[src/rtl/mem_axi_bridge_if.sv]
// AXI4 single-beat bus between mem_axi_bridge (master) and the SDRAM AXI
// controller inport (slave). Only the channels the bridge drives or observes.
interface mem_axi_bridge_if;
  // Write address channel
  logic        awvalid;
  logic [31:0] awaddr;
  logic        awready;
  logic [3:0]  awid;
  logic [7:0]  awlen;
  logic [1:0]  awburst;
  logic [2:0]  awsize;
  // Write data channel
  logic        wvalid;
  logic [31:0] wdata;
  logic [3:0]  wstrb;
  logic        wlast;
  logic        wready;
  // Write response channel
  logic        bvalid;
  logic [1:0]  bresp;
  logic        bready;
  // Read address channel
  logic        arvalid;
  logic [31:0] araddr;
  logic        arready;
  logic [3:0]  arid;
  logic [7:0]  arlen;
  logic [1:0]  arburst;
  logic [2:0]  arsize;
  // Read data channel
  logic        rvalid;
  logic [31:0] rdata;
  logic [1:0]  rresp;
  logic        rready;

  modport master (
    output awvalid, awaddr, awid, awlen, awburst, awsize,
    output wvalid, wdata, wstrb, wlast,
    output bready,
    output arvalid, araddr, arid, arlen, arburst, arsize,
    output rready,
    input  awready, wready, bvalid, bresp, arready, rvalid, rdata, rresp
  );

  modport slave (
    input  awvalid, awaddr, awid, awlen, awburst, awsize,
    input  wvalid, wdata, wstrb, wlast,
    input  bready,
    input  arvalid, araddr, arid, arlen, arburst, arsize,
    input  rready,
    output awready, wready, bvalid, bresp, arready, rvalid, rdata, rresp
  );
endinterface

[src/rtl/mem_axi_bridge.sv]
// Core valid/ready memory port to single-beat AXI4 master bridge.
// One transaction in flight; every AXI output comes straight from a register.
module mem_axi_bridge #(
  parameter logic [3:0] AXI_ID = 4'd0
) (
  input  logic                    clk_i,
  input  logic                    rst_i,
  input  logic                    mem_valid_i,
  input  logic [31:0]             mem_addr_i,
  input  logic [31:0]             mem_wdata_i,
  input  logic [3:0]              mem_wstrb_i,
  output logic                    mem_ready_o,
  output logic [31:0]             mem_rdata_o,
  output logic                    mem_err_o,
  mem_axi_bridge_if.master        outport
);

  typedef enum logic [1:0] {
    ST_IDLE,
    ST_WR,
    ST_RD_A,
    ST_RD_D
  } state_t;

  state_t      state_q;
  logic [31:0] addr_q;
  logic [31:0] wdata_q;
  logic [3:0]  wstrb_q;
  logic        awvalid_q;
  logic        wvalid_q;
  logic        bready_q;
  logic        arvalid_q;
  logic        rready_q;
  logic        aw_done_q;
  logic        w_done_q;
  logic        mem_ready_q;
  logic [31:0] mem_rdata_q;
  logic        mem_err_q;

  logic        aw_hs;
  logic        w_hs;
  logic        b_hs;
  logic        ar_hs;
  logic        r_hs;
  logic        aw_done_d;
  logic        w_done_d;
  logic        b_err;
  logic        r_err;

  // Handshake detection and "channel finished, including this cycle" flags
  always_comb begin
    aw_hs     = awvalid_q & outport.awready;
    w_hs      = wvalid_q  & outport.wready;
    b_hs      = bready_q  & outport.bvalid;
    ar_hs     = arvalid_q & outport.arready;
    r_hs      = rready_q  & outport.rvalid;
    aw_done_d = aw_done_q | aw_hs;
    w_done_d  = w_done_q  | w_hs;
    // SLVERR (2'b10) and DECERR (2'b11) both have bit 1 set
    b_err     = (outport.bresp >= 2'b10);
    r_err     = (outport.rresp >= 2'b10);
  end

  // Transaction FSM with all outputs registered
  always_ff @(posedge clk_i) begin
    if (rst_i) begin
      state_q     <= ST_IDLE;
      addr_q      <= '0;
      wdata_q     <= '0;
      wstrb_q     <= '0;
      awvalid_q   <= 1'b0;
      wvalid_q    <= 1'b0;
      bready_q    <= 1'b0;
      arvalid_q   <= 1'b0;
      rready_q    <= 1'b0;
      aw_done_q   <= 1'b0;
      w_done_q    <= 1'b0;
      mem_ready_q <= 1'b0;
      mem_rdata_q <= '0;
      mem_err_q   <= 1'b0;
    end else begin
      mem_ready_q <= 1'b0;
      case (state_q)
        ST_IDLE: begin
          // A request still high during the completion pulse is the old one
          if (mem_valid_i && !mem_ready_q) begin
            addr_q  <= mem_addr_i & 32'hFFFF_FFFC;
            wdata_q <= mem_wdata_i;
            wstrb_q <= mem_wstrb_i;
            if (mem_wstrb_i != '0) begin
              state_q   <= ST_WR;
              awvalid_q <= 1'b1;
              wvalid_q  <= 1'b1;
            end else begin
              state_q   <= ST_RD_A;
              arvalid_q <= 1'b1;
            end
          end
        end

        ST_WR: begin
          if (aw_hs) begin
            awvalid_q <= 1'b0;
            aw_done_q <= 1'b1;
          end
          if (w_hs) begin
            wvalid_q <= 1'b0;
            w_done_q <= 1'b1;
          end
          // B is only accepted once both AW and W have been handed over
          if (aw_done_d && w_done_d && !bready_q) begin
            bready_q <= 1'b1;
          end
          if (b_hs) begin
            bready_q    <= 1'b0;
            aw_done_q   <= 1'b0;
            w_done_q    <= 1'b0;
            mem_ready_q <= 1'b1;
            mem_err_q   <= b_err;
            state_q     <= ST_IDLE;
          end
        end

        ST_RD_A: begin
          if (ar_hs) begin
            arvalid_q <= 1'b0;
            rready_q  <= 1'b1;
            state_q   <= ST_RD_D;
          end
        end

        ST_RD_D: begin
          if (r_hs) begin
            rready_q    <= 1'b0;
            mem_rdata_q <= outport.rdata;
            mem_err_q   <= r_err;
            mem_ready_q <= 1'b1;
            state_q     <= ST_IDLE;
          end
        end

        default: begin
          state_q <= ST_IDLE;
        end
      endcase
    end
  end

  // Core-side outputs
  assign mem_ready_o = mem_ready_q;
  assign mem_rdata_o = mem_rdata_q;
  assign mem_err_o   = mem_err_q;

  // AXI outputs, all from registers
  assign outport.awvalid = awvalid_q;
  assign outport.awaddr  = addr_q;
  assign outport.wvalid  = wvalid_q;
  assign outport.wdata   = wdata_q;
  assign outport.wstrb   = wstrb_q;
  assign outport.bready  = bready_q;
  assign outport.arvalid = arvalid_q;
  assign outport.araddr  = addr_q;
  assign outport.rready  = rready_q;

  // Fixed single-beat, 32-bit INCR attributes
  assign outport.awid    = AXI_ID;
  assign outport.awlen   = 8'd0;
  assign outport.awburst = 2'b01;
  assign outport.awsize  = 3'd2;
  assign outport.arid    = AXI_ID;
  assign outport.arlen   = 8'd0;
  assign outport.arburst = 2'b01;
  assign outport.arsize  = 3'd2;
  assign outport.wlast   = 1'b1;

endmodule

[src/flat_wrapper.sv]
// flat-port wrapper written by rule: the top's interface ports become plain ports
module mem_axi_bridge_flat 
#(
  parameter logic [3:0] AXI_ID = 4'd0
)
  (clk_i, rst_i, mem_valid_i, mem_addr_i, mem_wdata_i, mem_wstrb_i, mem_ready_o, mem_rdata_o, mem_err_o, outport_awvalid, outport_awaddr, outport_awid, outport_awlen, outport_awburst, outport_awsize, outport_wvalid, outport_wdata, outport_wstrb, outport_wlast, outport_bready, outport_arvalid, outport_araddr, outport_arid, outport_arlen, outport_arburst, outport_arsize, outport_rready, outport_awready, outport_wready, outport_bvalid, outport_bresp, outport_arready, outport_rvalid, outport_rdata, outport_rresp);
  mem_axi_bridge_if outport_i ();
  input  logic clk_i;
  input  logic rst_i;
  input  logic mem_valid_i;
  input  logic [31:0] mem_addr_i;
  input  logic [31:0] mem_wdata_i;
  input  logic [3:0] mem_wstrb_i;
  output logic mem_ready_o;
  output logic [31:0] mem_rdata_o;
  output logic mem_err_o;
  output wire logic [$bits(outport_i.awvalid)-1:0] outport_awvalid;
  output wire logic [$bits(outport_i.awaddr)-1:0] outport_awaddr;
  output wire logic [$bits(outport_i.awid)-1:0] outport_awid;
  output wire logic [$bits(outport_i.awlen)-1:0] outport_awlen;
  output wire logic [$bits(outport_i.awburst)-1:0] outport_awburst;
  output wire logic [$bits(outport_i.awsize)-1:0] outport_awsize;
  output wire logic [$bits(outport_i.wvalid)-1:0] outport_wvalid;
  output wire logic [$bits(outport_i.wdata)-1:0] outport_wdata;
  output wire logic [$bits(outport_i.wstrb)-1:0] outport_wstrb;
  output wire logic [$bits(outport_i.wlast)-1:0] outport_wlast;
  output wire logic [$bits(outport_i.bready)-1:0] outport_bready;
  output wire logic [$bits(outport_i.arvalid)-1:0] outport_arvalid;
  output wire logic [$bits(outport_i.araddr)-1:0] outport_araddr;
  output wire logic [$bits(outport_i.arid)-1:0] outport_arid;
  output wire logic [$bits(outport_i.arlen)-1:0] outport_arlen;
  output wire logic [$bits(outport_i.arburst)-1:0] outport_arburst;
  output wire logic [$bits(outport_i.arsize)-1:0] outport_arsize;
  output wire logic [$bits(outport_i.rready)-1:0] outport_rready;
  input wire logic [$bits(outport_i.awready)-1:0] outport_awready;
  input wire logic [$bits(outport_i.wready)-1:0] outport_wready;
  input wire logic [$bits(outport_i.bvalid)-1:0] outport_bvalid;
  input wire logic [$bits(outport_i.bresp)-1:0] outport_bresp;
  input wire logic [$bits(outport_i.arready)-1:0] outport_arready;
  input wire logic [$bits(outport_i.rvalid)-1:0] outport_rvalid;
  input wire logic [$bits(outport_i.rdata)-1:0] outport_rdata;
  input wire logic [$bits(outport_i.rresp)-1:0] outport_rresp;
  assign outport_awvalid = outport_i.awvalid;
  assign outport_awaddr = outport_i.awaddr;
  assign outport_awid = outport_i.awid;
  assign outport_awlen = outport_i.awlen;
  assign outport_awburst = outport_i.awburst;
  assign outport_awsize = outport_i.awsize;
  assign outport_wvalid = outport_i.wvalid;
  assign outport_wdata = outport_i.wdata;
  assign outport_wstrb = outport_i.wstrb;
  assign outport_wlast = outport_i.wlast;
  assign outport_bready = outport_i.bready;
  assign outport_arvalid = outport_i.arvalid;
  assign outport_araddr = outport_i.araddr;
  assign outport_arid = outport_i.arid;
  assign outport_arlen = outport_i.arlen;
  assign outport_arburst = outport_i.arburst;
  assign outport_arsize = outport_i.arsize;
  assign outport_rready = outport_i.rready;
  assign outport_i.awready = outport_awready;
  assign outport_i.wready = outport_wready;
  assign outport_i.bvalid = outport_bvalid;
  assign outport_i.bresp = outport_bresp;
  assign outport_i.arready = outport_arready;
  assign outport_i.rvalid = outport_rvalid;
  assign outport_i.rdata = outport_rdata;
  assign outport_i.rresp = outport_rresp;
  mem_axi_bridge #(.AXI_ID(AXI_ID)) u_core (.clk_i(clk_i), .rst_i(rst_i), .mem_valid_i(mem_valid_i), .mem_addr_i(mem_addr_i), .mem_wdata_i(mem_wdata_i), .mem_wstrb_i(mem_wstrb_i), .mem_ready_o(mem_ready_o), .mem_rdata_o(mem_rdata_o), .mem_err_o(mem_err_o), .outport(outport_i));
endmodule
[config.mk]
export PLATFORM = sky130hd
export DESIGN_NAME = mem_axi_bridge_flat
export DESIGN_NICKNAME = d
export VERILOG_FILES = /design/src/rtl/mem_axi_bridge_if.sv /design/src/rtl/mem_axi_bridge.sv /design/src/flat_wrapper.sv
export SDC_FILE = /design/constraint.sdc
export NUM_CORES = 1
export LEC_CHECK = 0
export CORE_AREA = 8 8 97 165
export CTS_CLUSTER_SIZE = 14
export DETAILED_ROUTE_END_ITERATION = 10
export DIE_AREA = 0 0 105 173
export PLACE_DENSITY = 0.77
export SETUP_SLACK_MARGIN = 0.3
export SYNTH_ARGS = -nofsm -noshare
export SYNTH_HDL_FRONTEND = slang
export SYNTH_SLANG_ARGS = --single-unit
[constraint.sdc]
create_clock -name clk_i -period 1.3 [get_ports clk_i]
set_input_delay 0.26 -clock clk_i [delete_from_list [all_inputs] [get_ports clk_i]]
set_output_delay 0.26 -clock clk_i [all_outputs]
set_load 0.03 [all_outputs]
# Word level (Yosys, flattened, before mapping)
# Cells that the tools add are included.
# op_classes
n_addsub	0
multipliers	0
div_mod_pow	0
magnitude_cmp	2
n_eq_ne	11
shift	0
muxes	31
bitwise_logic	7
n_reduce_logical	25
# ops
cell	count
$mux 1	19
$reduce_and 4->1	4
$ne 2x1->1 const B	7
$reduce_bool 2->1	7
$pmux 1 s2	6
$mux 2	5
$reduce_and 2->1	5
$pmux 2 s4	1
$reduce_and 3->1	2
$and 1x1->1	5
$eq 2x2->1 const B	2
$ge 2x2->1 const B	2
$reduce_bool 4->1	1
$logic_and 1x1->1	3
$eq 2x1->1 const B	1
$logic_not 1->1	2
$logic_not 2->1	1
$ne 2x2->1 const B	1
$or 1x1->1	2
# word_totals
ff_bits	109
latchBits	0
mem_bits_rw	0
romBits	0
in_bits	112
word_cells	90
mem_count	0

# Longest topological paths before layout
# Gate-level depths: netlist of run 1.
# logic_depth
depth_word	6
depth_mapped	5

# Worst setup path after synthesis of run 1
# OpenSTA, ideal clock, no wires.
# synth_path
kind	register -> register
from	register u_core.mem_ready_q, in the netlist u_core.mem_ready_o
to	register u_core.addr_q[31], in the netlist u_core.outport.araddr[31]
setup_ns	0.132
arrival_time_ns	1.345
setup_slack_ns	-0.177
stages_incl_launch_ff	6
path_buffers	2
cell_sequence	dfxtp_1 or4b_4 buf_6 buf_6 nand2_1 a21oi_1
# synth_between
elab_chain_len	3
# synth_rtl
item	line	source
start, declared	mem_axi_bridge.sv:36	logic mem_ready_q;
start signal, assigned	mem_axi_bridge.sv:78	mem_ready_q <= 1'b0;
start signal, assigned	mem_axi_bridge.sv:82	mem_ready_q <= 1'b0;
start signal, assigned	mem_axi_bridge.sv:118	mem_ready_q <= 1'b1;
$logic_not 1->1	mem_axi_bridge.sv:86	if (mem_valid_i && !mem_ready_q) begin
$logic_and 1x1->1	mem_axi_bridge.sv:86	
$reduce_and 2->1 (no line)	--	
end signal, assigned	mem_axi_bridge.sv:87	addr_q <= mem_addr_i & 32'hFFFF_FFFC;
end, declared	mem_axi_bridge.sv:26	logic [31:0] addr_q;
# Every way passes these cells.
# A chain may end at the register's enable or synchronous reset.

# Worst setup path after layout of run 1
# layout_path
from	register u_core.state_q[1]
to	register u_core.mem_rdata_q[12], in the netlist u_core.mem_rdata_o[12]
# layout_between
elab_chain_len	2
# layout_rtl
item	line	source
start, declared	mem_axi_bridge.sv:25	state_t state_q;
start signal, assigned	mem_axi_bridge.sv:67	state_q <= ST_IDLE;
start signal, assigned	mem_axi_bridge.sv:91	state_q <= ST_WR;
start signal, assigned	mem_axi_bridge.sv:95	state_q <= ST_RD_A;
$eq 2x2->1	mem_axi_bridge.sv:83	case (state_q)
$reduce_and 2->1 (no line)	--	
end signal, assigned	mem_axi_bridge.sv:135	mem_rdata_q <= outport.rdata;
end, declared	mem_axi_bridge.sv:37	logic [31:0] mem_rdata_q;
# Every way passes these cells.

==> flow_summary.json, run 1 <==
{
  "status": "finished with violations",
  "violations": "negative setup slack",
  "crit_type": "flip-flop to flip-flop",
  "fin_tns_setup_ns": -7.89,
  "dieArea_mm2": 0.0182,
  "antenna_cells": 0,
  "cap_violations": 0,
  "fin_worst_skew_ns": 0.00982,
  "rows": 57,
  "worst_setup_path_start_kind": "flip-flop",
  "gp_congestion": 0.757,
  "drtIter0Drc": 139,
  "cts_buffer_depth": 2,
  "cts_tree": "yes",
  "rsz0062_at_grt": "yes",
  "fin_area_mm2": 0.00848,
  "die_height_um": 173,
  "drcViolationCount": 0,
  "wl_um": 16800,
  "synth_warnings": 0,
  "dr_total_vias": 4585,
  "routedWlPerCell_um": 16.9,
  "p_leak_nw": 3.43,
  "cts.clk_slew.worst_paths_ns": 0.07,
  "cp.required_ns": 1.56,
  "routed_via_density": 4.62,
  "dpl-instance-area_mm2": 0.00690,
  "synth.top_cell.area_share": 0.492,
  "fin_util": 0.619,
  "max_freq_mhz": 704,
  "post-route-min-period_ns": 1.42,
  "die_x_um": 105,
  "setup_violations": 98,
  "grt_pass1_wl_um": 24600,
  "synth_area_per_cell_um2": 7.95,
  "drive_gt1_frac": 0.494,
  "postCtsHoldBufs": 0,
  "r2r_slack_ns": -0.12,
  "pre_cts_slack_ns": -0.520,
  "synth_area_leaders": "dfxtp_1 (49%), nand2_1 (17%), buf_4 (12%)",
  "area_growth_pct": 91.0,
  "cts_inserted_buffers": 9,
  "end_kind": "flip-flop",
  "gr-total-overflow": 0,
  "ys_types": 31,
  "dr.pass1.iters": 4,
  "start_util": 0.324,
  "core_area_mm2": 0.0137,
  "grt_max_degree": 46,
  "worst-path-max-fanout": 8,
  "yosys.area.top_type": "dfxtp_1",
  "nFillCells": 1117,
  "slew_violations": 0,
  "ys_seq_area_frac": 0.492,
  "power_per_cell_area_mw_per_mm2": 1010,
  "ir_drop_uv": 589,
  "grt_pass1_vias": 4566,
  "timing.final.hold_violations": 0,
  "antenna_found_initial": 0,
  "clkSinkCount": 109,
  "drtAntennaViolNets": 0,
  "arrival_ns": 1.68,
  "clock_latency_ns": 0.34,
  "place_hpwl_um": 11400,
  "pin_count": 286,
  "io_buffers": 242,
  "synth_seq_cells": 109,
  "num-nets-final": 923,
  "cts_root_buf": "clkbuf_16",
  "hold_class": "primary input to flip-flop",
  "h-tree-depth": 3,
  "grtUsageTotal": 0.168,
  "setup_slack_ns": -0.120,
  "finalCritPeriodShare": 1.09,
  "syn-cell-area_mm2": 0.00444,
  "syn_inst": 558
}
worst max-delay path, stage by stage, from the launching register on:
cell and delay, ns:
dfxtp_2 0.34, buf_6 0.11, buf_6 0.12, buf_6 0.11, nand4_1 0.08, buf_6 0.14
buf_6 0.11, buf_16 0.15, nand2_2 0.05, a21oi_1 0.13
cell families after synthesis:
kind of cell | after synthesis | synth area share
buffers and inverters | 107 | 0.161
other | 2 | 0.00169
AOI/OAI and AO/OA | 118 | 0.139
DFF | 109 | 0.492
muxes | 2 | 0.00479
and+or+nand+nor | 220 | 0.202
layout make-up:
type | instances | area [µm²] | area share
clock inverter | 6 | 45.0 | 0.00531
tap | 177 | 221 | 0.0261
sequential | 109 | 2370 | 0.280
inverter | 3 | 11.3 | 0.00133
clock buffer | 10 | 239 | 0.0282
timing repair buffer | 309 | 3560 | 0.420
multi-input combinational | 379 | 2030 | 0.239
cells in the mapped netlist:
library cell  instances
buf_6                 5
buf_4                72
a21oi_1             104
nand4_1               1
dfxtp_1             109
and4_1                1
buf_1                 1
a31oi_1               5
o21ai_0               3
or4b_4                1
conb_1                2
o31a_1                1
nor4b_4               1
nor2_1                3
mux2_2                1
nor3_1                1
clkbuf_1             21
a221oi_1              1
buf_2                 5
mux2i_1               1
inv_1                 3
nand2b_1              3
nor4_1                1
nor2b_1               4
a211oi_1              1
nand3b_1              1
nand3_1               1
nand2_1             201
a21bo_2               1
nand4b_1              1
o21a_1                2
per-layer routing:
metal  GRT usage  part of all wire  vias up
met5           0                 0        -
met4      0.0796             0.039        0
met3      0.0663             0.079       39
met2       0.310              0.55      213
met1       0.157              0.34     2135
li1            -                 -     2198
per-stage QoR:
| step | instances | power, mW | hold WS (ns) |
|---|---|---|---|
| 2_1_floorplan | 595 | 4.87 | 0.396 |
| 3_3_place_gp | 937 | 5.67 | 0.441 |
| 3_5_place_dp | 937 | 5.70 | 0.445 |
| 4_1_cts | 974 | 8.55 | 0.254 |
| 5_1_grt | 993 | 8.94 | 0.267 |
| 6_report | 993 | 8.55 | 0.253 |
power breakdown:
| group | internal [mW] | leakage [nW] | switching [mW] | total, mW |
|---|---|---|---|---|
| Combinational | 1.08 | 2.35 | 1.15 | 2.23 |
| Clock | 1.37 | 0.144 | 1.29 | 2.66 |
| Sequential | 3.50 | 0.941 | 0.163 | 3.66 |
| Total | 5.95 | 3.43 | 2.60 | 8.55 |
layout by cell type, fill, tap and decap left out, types with 4 or more instances in the layout:
cell             Yosys  layout
a21oi_2              0      25
a21oi_1            104      79
clkbuf_16            0       9
dfxtp_4              0      23
clkdlybuf4s50_1      0     105
dfxtp_1            109       5
buf_6                5     129
nand2_2              0      26
conb_1               2      39
dfxtp_2              0      81
nand2_1            201     155
nand2_4              0      20
buf_4               72      34
buf_16               0       4
a31oi_1              5       4
buf_12               0      33
what timing repair did:
action / in CTS / in global routing
setup buffers: 13 / 19
cloned: 8 / 0
resized for setup: 481 / 157
pin swaps: 46 / 17
setup endpoints to repair: 244 / 244
registers in the layout, indices dropped and copies added, names as in the netlist:
name,cells
u_core.aw_done_q,1
u_core.outport.wvalid,1
u_core.outport.wdata,32
u_core.state_q,2
u_core.outport.awvalid,1
u_core.mem_ready_o,1
u_core.outport.araddr,30
u_core.outport.rready,1
u_core.outport.wstrb,4
u_core.w_done_q,1
u_core.outport.bready,1
u_core.mem_err_o,1
u_core.outport.arvalid,1
u_core.mem_rdata_o,32
path summary, 6_finish.rpt:
path	from	endpoint	cells after the start
worst min-delay path	rst_i	u_core.mem_rdata_o[6]$_SDFFE_PP0P_	2
worst min register to register	u_core.outport.wdata[27]$_SDFFE_PP0P_	u_core.outport.wdata[27]$_SDFFE_PP0P_	2
worst max-delay path	u_core.state_q[1]$_SDFFE_PP0P_	u_core.mem_rdata_o[12]$_SDFFE_PP0P_	9
worst max register to register	u_core.state_q[1]$_SDFFE_PP0P_	u_core.mem_rdata_o[12]$_SDFFE_PP0P_	9
Power figures use the tool's default switching activity.
==> run 2, diff against run 1 <==
GPL_ROUTABILITY_DRIVEN = 0   (was default)
PLACE_DENSITY = default   (was 0.77)
PLACE_DENSITY_LB_ADDON = 0.08   (was default)
clock period = 1.2 ns   (was 1.3 ns; I/O delays follow)
==> flow_summary.json, run 2 (synthesis gave the netlist of run 1 again) <==
{
  "end_kind": "flip-flop",
  "setup_violations": 105,
  "arrival_ns": 1.66,
  "cts_tree": "yes",
  "cp_num_buf_inv": 1,
  "total_power_mw": 9.24,
  "clkSinkCount": 109,
  "grt_pass1_vias": 4613,
  "drtAntennaViolNets": 0,
  "ir_drop_uv": 673,
  "power_per_cell_area_mw_per_mm2": 1140,
  "post-route-min-period_ns": 1.43,
  "rr_endpoint": "u_core.outport.wdata[9]$_SDFFE_PP0P_",
  "nFillCells": 1235,
  "dr.pass1.iters": 4,
  "seqPwrFrac": 0.429,
  "cts.clk_slew.worst_paths_ns": 0.07,
  "core_area_mm2": 0.0137,
  "dpl-instance-area_mm2": 0.00657,
  "hold_class": "primary input to flip-flop",
  "fin_util": 0.591,
  "drive_gt1_frac": 0.409,
  "violations": "negative setup slack",
  "critPathMaxStageDelay_ns": 0.61,
  "postCtsHoldBufs": 0,
  "fin_tns_setup_ns": -18.34,
  "rsz0062_at_grt": "yes",
  "fin_area_mm2": 0.00809,
  "antenna_cells": 0,
  "worst-path-max-fanout": 22,
  "drtIter0Drc": 115,
  "cp_top_family": "simple AND/OR/NAND/NOR gates",
  "r2r_cells": 4,
  "pin_count": 286,
  "dpl.cell_count": 931,
  "dieArea_mm2": 0.0182,
  "max_freq_mhz": 699,
  "num-nets-final": 913,
  "die_height_um": 173,
  "clock_latency_ns": 0.34,
  "routed_via_density": 4.48,
  "pre_cts_slack_ns": -0.543,
  "path_cells": "or4b_4 -> clkbuf_16 -> nand2_1 -> a21oi_1",
  "routedWlPerCell_um": 17.2,
  "crit_type": "flip-flop to flip-flop",
  "io_buffers": 242,
  "p_switching_mw": 2.81,
  "h-tree-depth": 3,
  "sw_frac_of_total": 0.304,
  "timing.final.hold_violations": 0,
  "cap_violations": 0,
  "dr_total_vias": 4400,
  "r2r_slack_ns": -0.23,
  "combPwrFrac": 0.261,
  "drcViolationCount": 0,
  "cts_buffer_depth": 2,
  "p_leak_nw": 3.31,
  "area_growth_pct": 82.2,
  "worst_setup_path_start_kind": "flip-flop",
  "fin_worst_skew_ns": 0.00742,
  "seq_area_mm2": 0.00235,
  "antenna_found_initial": 0,
  "hp-start": "rst_i",
  "slew_violations": 0,
  "place_hpwl_um": 11500,
  "multi_input_area_mm2": 0.00179,
  "cts_inserted_buffers": 9,
  "cp.required_ns": 1.43,
  "finalNonFillerCells": 983,
  "wl_um": 16900,
  "whs_endpoint": "u_core.outport.arvalid$_SDFFE_PP0P_",
  "gr-total-overflow": 0,
  "status": "finished with violations",
  "cts_root_buf": "clkbuf_16",
  "reg2reg_from": "u_core.state_q[1]$_SDFFE_PP0P_",
  "finalCritPeriodShare": 1.19,
  "whs_path_depth": 2,
  "start_util": 0.324,
  "final_common_cell": "nand2_1",
  "layout_common_cells": "nand2_1 (200), buf_6 (138), clkdlybuf4s50_1 (106), a21oi_1 (96), dfxtp_2 (83)",
  "power.internal_mw": 6.43,
  "clkPwrFrac": 0.309,
  "grt_max_degree": 46,
  "grtUsageTotal": 0.171,
  "die_x_um": 105,
  "cp_slowest_cell": "or4b_4",
  "holdWs_ns": 0.210,
  "grt_pass1_wl_um": 24900,
  "rows": 57,
  "setup_slack_ns": -0.231
}
## run 2: cell types whose count changed in the layout (fill, tap and decap cells not counted), moves of 7 or more
cell / before / now
nand2_4: 20 / 0
buf_6: 129 / 138
a21oi_2: 25 / 8
buf_12: 33 / 19
buf_4: 34 / 27
dfxtp_4: 23 / 16
nand2_2: 26 / 1
nand2_1: 155 / 200
a21oi_1: 79 / 96
## run 2: cell type report
class,count,share of cell area
inverters,3,0.00139
flip-flops and latches,109,0.290
well taps,177,0.0274
clock buffers,10,0.0296
multi-input cells,379,0.222
clock inverters,6,0.00557
repair buffers,299,0.424
## run 2: worst reg2reg max path, delay by kind of cell, from the launching register on
family | cells | cell delay [ns]
AND/OR/NAND/NOR | 2 | 0.69
buffers and inverters | 1 | 0.22
flip-flops | 1 | 0.35
AO/OA/AOI/OAI | 1 | 0.06
## run 2: repair_timing
action                                  CTS  global route
cloned                                    6             3
setup buffers                            16            11
endpoints found under the setup margin  244           244
pin swaps                                 5             2
gates resized for setup                 122           123
## run 2: worst max-delay path by stage
| stage | start | endpoint | slack, ns | depth (start not counted) |
|---|---|---|---|---|
| 5_1_grt | u_core.state_q[1]$_SDFFE_PP0P_ | u_core.outport.wdata[9]$_SDFFE_PP0P_ | -0.28 | 4 |
| 6_report | u_core.state_q[1]$_SDFFE_PP0P_ | u_core.outport.wdata[9]$_SDFFE_PP0P_ | -0.23 | 4 |
| 2_1_floorplan | u_core.state_q[1]$_SDFFE_PP0P_ | u_core.outport.wdata[0]$_SDFFE_PP0P_ | -0.19 | 5 |
| 3_3_place_gp | mem_valid_i | u_core.outport.araddr[19]$_SDFFE_PP0P_ | -0.50 | 5 |
| 4_1_cts | u_core.state_q[1]$_SDFFE_PP0P_ | u_core.outport.araddr[4]$_SDFFE_PP0P_ | -0.20 | 4 |
| 3_5_place_dp | mem_valid_i | u_core.outport.araddr[16]$_SDFFE_PP0P_ | -0.54 | 6 |
## run 2: layer usage
layer	vias up	global-route usage	routed length [µm]
met1	2041	0.153	5610
li1	2169	-	-
met4	0	0.0706	286
met5	-	0	0
met3	16	0.0692	1440
met2	174	0.325	9550
## run 2: power by group through the flow
stage	registers (mW)	clock network (mW)	logic [mW]
after global routing	3.99	3.10	2.56
after detailed placement	4.02	0	2.03
after global placement	4.01	0	2.01
final	3.97	2.86	2.41
after CTS	3.95	2.96	2.25
after floorplan	4.31	0	0.980
==> run 3, diff against run 2 <==
--- a/config.mk
+++ b/config.mk
@@ -6,8 +6,10 @@
 export NUM_CORES = 1
 export LEC_CHECK = 0
-export CORE_AREA = 8 8 97 165
+export CELL_PAD_IN_SITES_DETAIL_PLACEMENT = 1
+export CELL_PAD_IN_SITES_GLOBAL_PLACEMENT = 1
+export CORE_AREA = 8 8 117 199
 export CTS_CLUSTER_SIZE = 14
 export DETAILED_ROUTE_END_ITERATION = 10
-export DIE_AREA = 0 0 105 173
+export DIE_AREA = 0 0 125 207
 export GPL_ROUTABILITY_DRIVEN = 0
 export PLACE_DENSITY_LB_ADDON = 0.08
==> constraint.sdc (replaced) <==
create_clock -name clk_i -period 1.2 [get_ports clk_i]
set_input_delay 0.24 -clock clk_i [delete_from_list [all_inputs] [get_ports clk_i]]
set_output_delay 0.24 -clock clk_i [all_outputs]
set_load 0.01 [all_outputs]
==> flow_summary.json, run 3 (synthesis gave the netlist of run 1 again) <==
{
  "grt_pass1_vias": 4897,
  "rr_endpoint": "u_core.outport.wdata[18]$_SDFFE_PP0P_",
  "num-nets-final": 910,
  "io_buffers": 242,
  "finalCritPeriodShare": 1.20,
  "crit_type": "flip-flop to flip-flop",
  "total_power_mw": 8.98,
  "rows": 70,
  "pin_count": 286,
  "status": "finished with violations",
  "fin_worst_skew_ns": 0.0117,
  "die_height_um": 207,
  "arrival_ns": 1.67,
  "cts.clk_slew.worst_paths_ns": 0.07,
  "hp-start": "rst_i",
  "p_leak_nw": 3.24,
  "timing.final.hold_violations": 0,
  "core_area_mm2": 0.0207,
  "final_common_cell": "nand2_1",
  "setup_slack_ns": -0.244,
  "r2r_cells": 4,
  "slew_violations": 0,
  "cts_tree": "yes",
  "cp.required_ns": 1.42,
  "cts_buffer_depth": 2,
  "whs_path_depth": 2,
  "grt_pass1_wl_um": 28400,
  "dr_total_vias": 4450,
  "dr.pass1.iters": 4,
  "gr-total-overflow": 0,
  "cts_root_buf": "clkbuf_16",
  "layout_common_cells": "nand2_1 (200), buf_6 (151), clkdlybuf4s50_1 (105), a21oi_1 (102), dfxtp_2 (97)",
  "post-route-min-period_ns": 1.44,
  "cts_inserted_buffers": 9,
  "clock_latency_ns": 0.35,
  "grtUsageTotal": 0.139,
  "violations": "negative setup slack",
  "dpl-instance-area_mm2": 0.00689,
  "setup_violations": 102,
  "clkSinkCount": 109,
  "fin_area_mm2": 0.00793,
  "r2r_slack_ns": -0.24,
  "nFillCells": 2381,
  "rsz0062_at_grt": "yes",
  "routedWlPerCell_um": 18.0,
  "drtAntennaViolNets": 0,
  "max_freq_mhz": 693,
  "cap_violations": 0,
  "worst_setup_path_start_kind": "flip-flop",
  "hold_class": "primary input to flip-flop",
  "reg2reg_from": "u_core.state_q[1]$_SDFFE_PP0P_",
  "antenna_cells": 0,
  "seq_area_mm2": 0.00234,
  "power_per_cell_area_mw_per_mm2": 1130,
  "antenna_found_initial": 0,
  "drtIter0Drc": 144,
  "wl_um": 19000,
  "drcViolationCount": 0,
  "whs_endpoint": "u_core.mem_ready_o$_SDFF_PP0_",
  "end_kind": "flip-flop",
  "place_hpwl_um": 13600,
  "start_util": 0.215,
  "grt_max_degree": 47,
  "multi_input_area_mm2": 0.00171,
  "ir_drop_uv": 508,
  "area_growth_pct": 78.7,
  "worst-path-max-fanout": 46,
  "h-tree-depth": 3,
  "routed_via_density": 4.22,
  "drive_gt1_frac": 0.400,
  "die_x_um": 125,
  "dieArea_mm2": 0.0259
}
-- run 3: changes by cell type in the layout (fill, tap and decap cells not counted), moves of 6 or more --
cell and change:
a21oi_1 +6, buf_6 +13, dfxtp_1 -7, dfxtp_4 -7, buf_12 -14, dfxtp_2 +14, a21oi_2 -6
-- run 3: timing repair --
action / in CTS / in global routing
hold buffers: 0 / 0
setup buffers: 21 / 0
gates cloned: 1 / 7
pin swaps: 1 / 3
resized for setup: 813 / 19
endpoints found under the setup margin: 244 / 244
-- run 3: worst max path at each step --
stage | start | to | slack (ns) | cells after the start
detailed placement | mem_valid_i | u_core.outport.araddr[14]$_SDFFE_PP0P_ | -0.61 | 6
floorplan | u_core.state_q[0]$_SDFFE_PP0P_ | u_core.outport.araddr[2]$_SDFFE_PP0P_ | -0.17 | 5
global route | u_core.state_q[0]$_SDFFE_PP0P_ | u_core.outport.wdata[18]$_SDFFE_PP0P_ | -0.28 | 4
CTS | u_core.state_q[0]$_SDFFE_PP0P_ | u_core.outport.araddr[24]$_SDFFE_PP0P_ | -0.24 | 4
global placement | mem_valid_i | u_core.outport.araddr[14]$_SDFFE_PP0P_ | -0.52 | 6
finish | u_core.state_q[1]$_SDFFE_PP0P_ | u_core.outport.wdata[18]$_SDFFE_PP0P_ | -0.24 | 4
-- run 3: layout make-up --
cell class,instances,share of cell area
clock buffers,12,0.0311
flip-flops and latches,109,0.295
repair buffers,296,0.411
inverters,3,0.00142
multi-input cells,379,0.216
clock inverters,4,0.00600
well taps,252,0.0398
-- run 3: metal layers --
layer / track usage / wire length [µm] / up-vias
met3: 0.0545 / 1460 / 8
met2: 0.270 / 10600 / 164
met4: 0.0380 / 177 / 0
li1: - / - / 2164
met1: 0.131 / 6680 / 2114
met5: 0 / 0 / -
-- run 3: report_power, final --
group,internal (mW),total (mW),switching [mW]
logic,1.14,1.98,0.841
registers,3.81,3.97,0.159
clock network,1.67,3.03,1.36
total,6.62,8.98,2.36
-- run 3: metrics by stage --
stage | util | cells | setup slack [ns] | hold WS, ns | TNS [ns]
2_1_floorplan | - | 595 | -0.173 | 0.376 | -8.90
3_3_place_gp | 0.333 | 1010 | -0.516 | 0.438 | -45.02
3_5_place_dp | 0.333 | 1010 | -0.608 | 0.448 | -48.89
4_1_cts | 0.374 | 1048 | -0.243 | 0.142 | -16.82
5_1_grt | 0.384 | 1055 | -0.279 | 0.147 | -21.83
6_report | 0.384 | 1055 | -0.244 | 0.153 | -15.81
-- run 3: worst max-delay path: stages, from the launching register on --
cell and delay (ns):
dfxtp_4 0.37, or4b_4 0.55, buf_12 0.20, nand2_1 0.10
a21oi_1 0.06
